File: config.mk
export PLATFORM = sky130hd
export DESIGN_NAME = systolic_feed_ctrl
export DESIGN_NICKNAME = d
export VERILOG_FILES = /design/src/rtl/mm_ctrl_pkg.sv /design/src/rtl/systolic_feed_ctrl.sv
export SDC_FILE = /design/constraint.sdc
export NUM_CORES = 1
export LEC_CHECK = 0
export CORE_MARGIN = 5
export CORE_UTILIZATION = 54
export CTS_CLUSTER_SIZE = 8
export DETAILED_ROUTE_END_ITERATION = 8
export PLACE_DENSITY = 0.83
export SYNTH_ARGS = -nofsm -noshare
export SYNTH_HDL_FRONTEND = slang
export SYNTH_SLANG_ARGS = --single-unit
File: constraint.sdc
create_clock -name clk -period 2.15 [get_ports clk]
set_input_delay 0.43 -clock clk [delete_from_list [all_inputs] [get_ports clk]]
set_output_delay 0.43 -clock clk [all_outputs]
set_load 0.03 [all_outputs]
File: src/rtl/mm_ctrl_pkg.sv
// Shared types and helpers for the matrix-multiplier controllers.
// Holds the feed sequencer state encoding and the drain length rule.
package mm_ctrl_pkg;

  typedef enum logic [2:0] {
    IDLE,
    CLEAR,
    FEED,
    DRAIN,
    DONE,
    FLUSH
  } feed_state_t;

  // Zero-fill beats needed to push the last operand through skew and array.
  function automatic int drain_len(input int h, input int w);
    return h + w - 2;
  endfunction

endpackage

File: src/rtl/systolic_feed_ctrl.sv
// Input-path sequencer for the systolic matrix multiplier.
// Clears, feeds k_len beats, zero-fills the drain, then flags the result.
module systolic_feed_ctrl
  import mm_ctrl_pkg::*;
#(
  parameter int ARRAY_HEIGHT = 4,
  parameter int ARRAY_WIDTH  = 4,
  parameter int K_MAX        = 256,
  parameter int CNT_W        = $clog2(K_MAX + 1)
) (
  input  logic             clk,
  input  logic             reset_n,
  input  logic             start,
  input  logic [CNT_W-1:0] k_len,
  input  logic             abort,
  input  logic             src_valid,
  output logic             src_ready,
  output logic             shift,
  output logic             zero_fill,
  output logic             sync_reset,
  output logic             acc_clear,
  output logic             busy,
  output logic             result_valid,
  output logic             done
);

  localparam int D = drain_len(ARRAY_HEIGHT, ARRAY_WIDTH);
  localparam logic [CNT_W-1:0] D_LAST = CNT_W'(D - 1);
  localparam logic [CNT_W-1:0] K_CAP  = CNT_W'(K_MAX);
  localparam logic [CNT_W-1:0] ONE    = CNT_W'(1);

  feed_state_t      state, state_nx;
  logic [CNT_W-1:0] cnt, cnt_nx;
  logic [CNT_W-1:0] klen_q, klen_nx;

  // State, shared beat/drain counter and latched pass length.
  always_ff @(posedge clk) begin
    if (!reset_n) begin
      state  <= IDLE;
      cnt    <= '0;
      klen_q <= '0;
    end else begin
      state  <= state_nx;
      cnt    <= cnt_nx;
      klen_q <= klen_nx;
    end
  end

  // Next-state logic; abort wins over a beat or drain step.
  always_comb begin
    state_nx = state;
    cnt_nx   = cnt;
    klen_nx  = klen_q;
    unique case (state)
      IDLE: begin
        if (start) begin
          if (k_len == '0) begin
            state_nx = DONE;
          end else begin
            state_nx = CLEAR;
            cnt_nx   = '0;
            klen_nx  = (k_len > K_CAP) ? K_CAP : k_len;
          end
        end
      end
      CLEAR: begin
        state_nx = abort ? FLUSH : FEED;
      end
      FEED: begin
        if (abort) begin
          state_nx = FLUSH;
          cnt_nx   = '0;
        end else if (src_valid) begin
          if (cnt == klen_q - ONE) begin
            state_nx = DRAIN;
            cnt_nx   = '0;
          end else begin
            cnt_nx = cnt + ONE;
          end
        end
      end
      DRAIN: begin
        if (abort) begin
          state_nx = FLUSH;
          cnt_nx   = '0;
        end else if (cnt == D_LAST) begin
          state_nx = DONE;
          cnt_nx   = '0;
        end else begin
          cnt_nx = cnt + ONE;
        end
      end
      DONE:    state_nx = IDLE;
      FLUSH:   state_nx = IDLE;
      default: state_nx = IDLE;
    endcase
  end

  // Output decode; everything is held low while reset is asserted.
  always_comb begin
    src_ready    = 1'b0;
    shift        = 1'b0;
    zero_fill    = 1'b0;
    sync_reset   = 1'b0;
    acc_clear    = 1'b0;
    busy         = 1'b0;
    result_valid = 1'b0;
    done         = 1'b0;
    if (reset_n) begin
      unique case (state)
        IDLE: ;
        CLEAR, FLUSH: begin
          sync_reset = 1'b1;
          acc_clear  = 1'b1;
          busy       = 1'b1;
        end
        FEED: begin
          src_ready = 1'b1;
          shift     = src_valid & ~abort;
          busy      = 1'b1;
        end
        DRAIN: begin
          shift     = ~abort;
          zero_fill = 1'b1;
          busy      = 1'b1;
        end
        DONE: begin
          result_valid = 1'b1;
          done         = 1'b1;
          busy         = 1'b1;
        end
        default: ;
      endcase
    end
  end

endmodule

==> flow_metrics.py <==
metrics = {
    "drt": {
        "via_count": 1570,
        "ant_nets": 0,
        "wl_per_cell_um": 15.9,
        "drc": 0,
        "viasPerCell": 6.21,
        "first_pass_iters": 7,
        "wirelength_um": 4020,
        "drtIter0Drc": 132,
    },
    "synthesis": {
        "synthFlopType": "dfxtp_1",
        "synth_area_per_cell_um2": 8.08,
        "ys_warn_count": 0,
        "ys_seq_area_share_pct": 27.2,
        "syn_nets": 208,
        "syn_inst": 191,
        "synthesis.area_um2": 1540,
        "synth-edff-count": 0,
        "ys_types": 48,
        "synth-seq-cells": 21,
        "async_reset_ff_share_pct": 0,
    },
    "worst_setup_path": {
        "cp_max_fo": 3,
        "r2r_slack_ns": 0.11,
        "setup.worst_path.end": "shift",
        "crit_arrival_ns": 1.61,
        "rr_endpoint": "cnt[4]",
        "r2r_cells": 8,
        "cp.required_ns": 1.72,
        "critPathKind": "primary input to output port",
        "cp-startpoint": "abort",
        "rr_startpoint": "klen_q[0]",
        "cp-end-kind": "output port",
        "critPathLaunchType": "primary input",
    },
    "clock_network": {
        "cts.sinks": 21,
        "clockRootBuffer": "clkbuf_4",
        "path_clk_slew_ns": 0.11,
        "h-tree-depth": 1,
        "cts_tree": "yes",
        "cts-hold-fix-buffers": 0,
        "numCtsBuffers": 3,
        "clock_latency_ns": 0.30,
        "cts_buffer_depth": 2,
        "post_cts_buffers": 0,
    },
    "cells_and_area": {
        "antenna_cells": 0,
        "fin_nets": 240,
        "fillers": 222,
        "area_delta_synth_final_pct": 24.6,
        "post_route_cells_drive_above_1_share_pct": 21.6,
        "fin_cells": 253,
    },
    "grt": {
        "grt_max_degree": 19,
        "antenna_found_initial": 0,
        "overflow": 0,
        "grt_pass1_wl_um": 6640,
        "grt_usage_pct": 20.0,
        "grt_pass1_vias": 1476,
    },
    "power_and_ir_drop": {
        "ir_drop_mv": 0.529,
        "p_leak_nw": 0.773,
        "power_density_nw_per_um2": 669,
    },
    "timing": {
        "fin_skew_ns": 0.00291,
        "finalWorstSetupSlack_ns": 0.105,
        "finalCriticalPeriod_ns": 2.04,
        "final-setup-viol-count": 0,
        "timing_hold_violations_final": 0,
        "worst_pin_slew_ns": 0.548,
        "slew_headroom_pct": 63.2,
        "drv_slew": 0,
        "max_freq_mhz": 489,
        "period_share_pct": 95.1,
    },
    "floorplanning": {
        "fp.dieH_um": 63.5,
        "initial_core_util_pct": 56.0,
        "rows": 19,
        "dieWidth_um": 63.5,
        "die_area_um2": 4030,
        "pin_count": 22,
        "core-area_um2": 2760,
    },
    "job": {
        "drv_cap": 0,
    },
    "placement": {
        "post-dp-hpwl_um": 3150,
        "gp_congestion": 0.971,
        "io_buffers": 21,
        "place_ws_ns": -0.160,
        "dp.cells": 249,
    },
    "status": {
        "outcome": "finished clean",
    },
    "hold_path": {
        "hp-class": "flip-flop to flip-flop",
    },
}
[cell usage in the layout, fill, tap and decap left out, types with 3 or more instances in the layout]
cell type        synthesis  layout
o22ai_1                  3       3
buf_4                    3      26
nor2_1                  15      15
nand4b_1                 3       3
or3_1                    3       3
dfxtp_1                 21      20
inv_1                    5       5
nor2b_1                  5       5
nor4_1                   7       5
and3_1                  13      13
nand3_1                  7       7
nand3b_1                 6       6
a21boi_0                 6       6
o21ai_0                  7       7
nor3_1                   4       4
nand2b_1                 8       8
nand2_1                 10      10
clkdlybuf4s50_1          0      13
xnor2_1                  7       7
xor2_1                   5       5
a21oi_1                  9       8
clkbuf_4                 0       3
[state kept, by name, indices dropped and copies added (netlist names)]
name,cells
state,3
cnt,9
klen_q,9
[routing by layer]
layer	track usage, %	vias to the layer above	share of wire [%]
met3	3.02	10	5.2
met1	25.7	741	42
li1	-	756	-
met2	34.4	63	51
met4	5.45	0	1.8
met5	0	-	0
[worst max-delay path: stages]
cell and delay [ns]:
clkdlybuf4s50_1 0.49, nor2b_1 0.21, buf_4 0.15, nand2_1 0.06, nor2_1 0.11, buf_4 0.17
[Yosys cell counts, drive strengths merged (4+ instances only)]
library cell	n	share of area [%]
and3	14	6.0
o21ai	8	2.6
clkbuf	4	0.97
nand3	7	2.3
xnor2	9	6.1
nor4	9	4.5
nand2b	8	3.2
a21boi	6	2.9
nand2	10	2.4
xor2	5	2.8
nor3	4	1.3
nand3b	6	2.9
nor2	15	3.6
nor2b	5	2.0
buf	8	3.1
dfxtp	21	27
inv	5	1.2
a21oi	9	2.9
[where the power goes]
| part | switching, mW | internal [mW] | leakage, nW |
|---|---|---|---|
| clock network | 0.114 | 0.0722 | 0.0150 |
| logic | 0.340 | 0.282 | 0.587 |
| registers | 0.0585 | 0.419 | 0.171 |
| total | 0.513 | 0.774 | 0.773 |
[worst min-delay path by stage]
| stage | from | endpoint | cells after the start |
|---|---|---|---|
| after CTS | klen_q[7] | klen_q[7] | 2 |
| after floorplan | klen_q[7] | klen_q[7] | 2 |
| after global routing | klen_q[7] | klen_q[7] | 2 |
| final | klen_q[7] | klen_q[7] | 2 |
| after detailed placement | klen_q[7] | klen_q[7] | 2 |
| after global placement | klen_q[7] | klen_q[7] | 2 |
[area by class of cell]
type | instances | area, um^2 | share of cell area, %
tap | 31 | 38.8 | 2.02
clock buffer | 4 | 26.3 | 1.37
inverter | 5 | 18.8 | 0.975
multi-input combinational | 153 | 1090 | 56.8
timing repair buffer | 39 | 325 | 16.9
sequential | 21 | 422 | 21.9
[repair_timing]
action / in CTS / in global routing
pin swaps: 0 / 0
resized for setup: 1 / 8
endpoints found under the setup margin: 11 / 11
[through the flow]
step / utilization [%] / cell area [um^2] / TNS, ns / hold slack (ns) / total power, mW
6_report: 69.8 / 1920 / 0 / 0.530 / 1.29
4_1_cts: 68.2 / 1880 / 0 / 0.536 / 1.26
3_3_place_gp: 66.9 / 1850 / -0.627 / 0.505 / 1.04
3_5_place_dp: 66.9 / 1850 / -0.947 / 0.520 / 1.07
5_1_grt: 69.8 / 1920 / -0.00252 / 0.581 / 1.38
2_1_floorplan: - / 1540 / 0 / 0.475 / 0.901
[logic make-up after synthesis]
family,Yosys count,synth area share [%]
compound gates,38,16.6
simple gates,95,37.5
xor+xnor,14,8.91
mux,3,2.03
fa+ha+maj,3,2.43
flops,21,27.2
buf+inv,17,5.27
No activity file was read; power rests on OpenSTA's default activity.
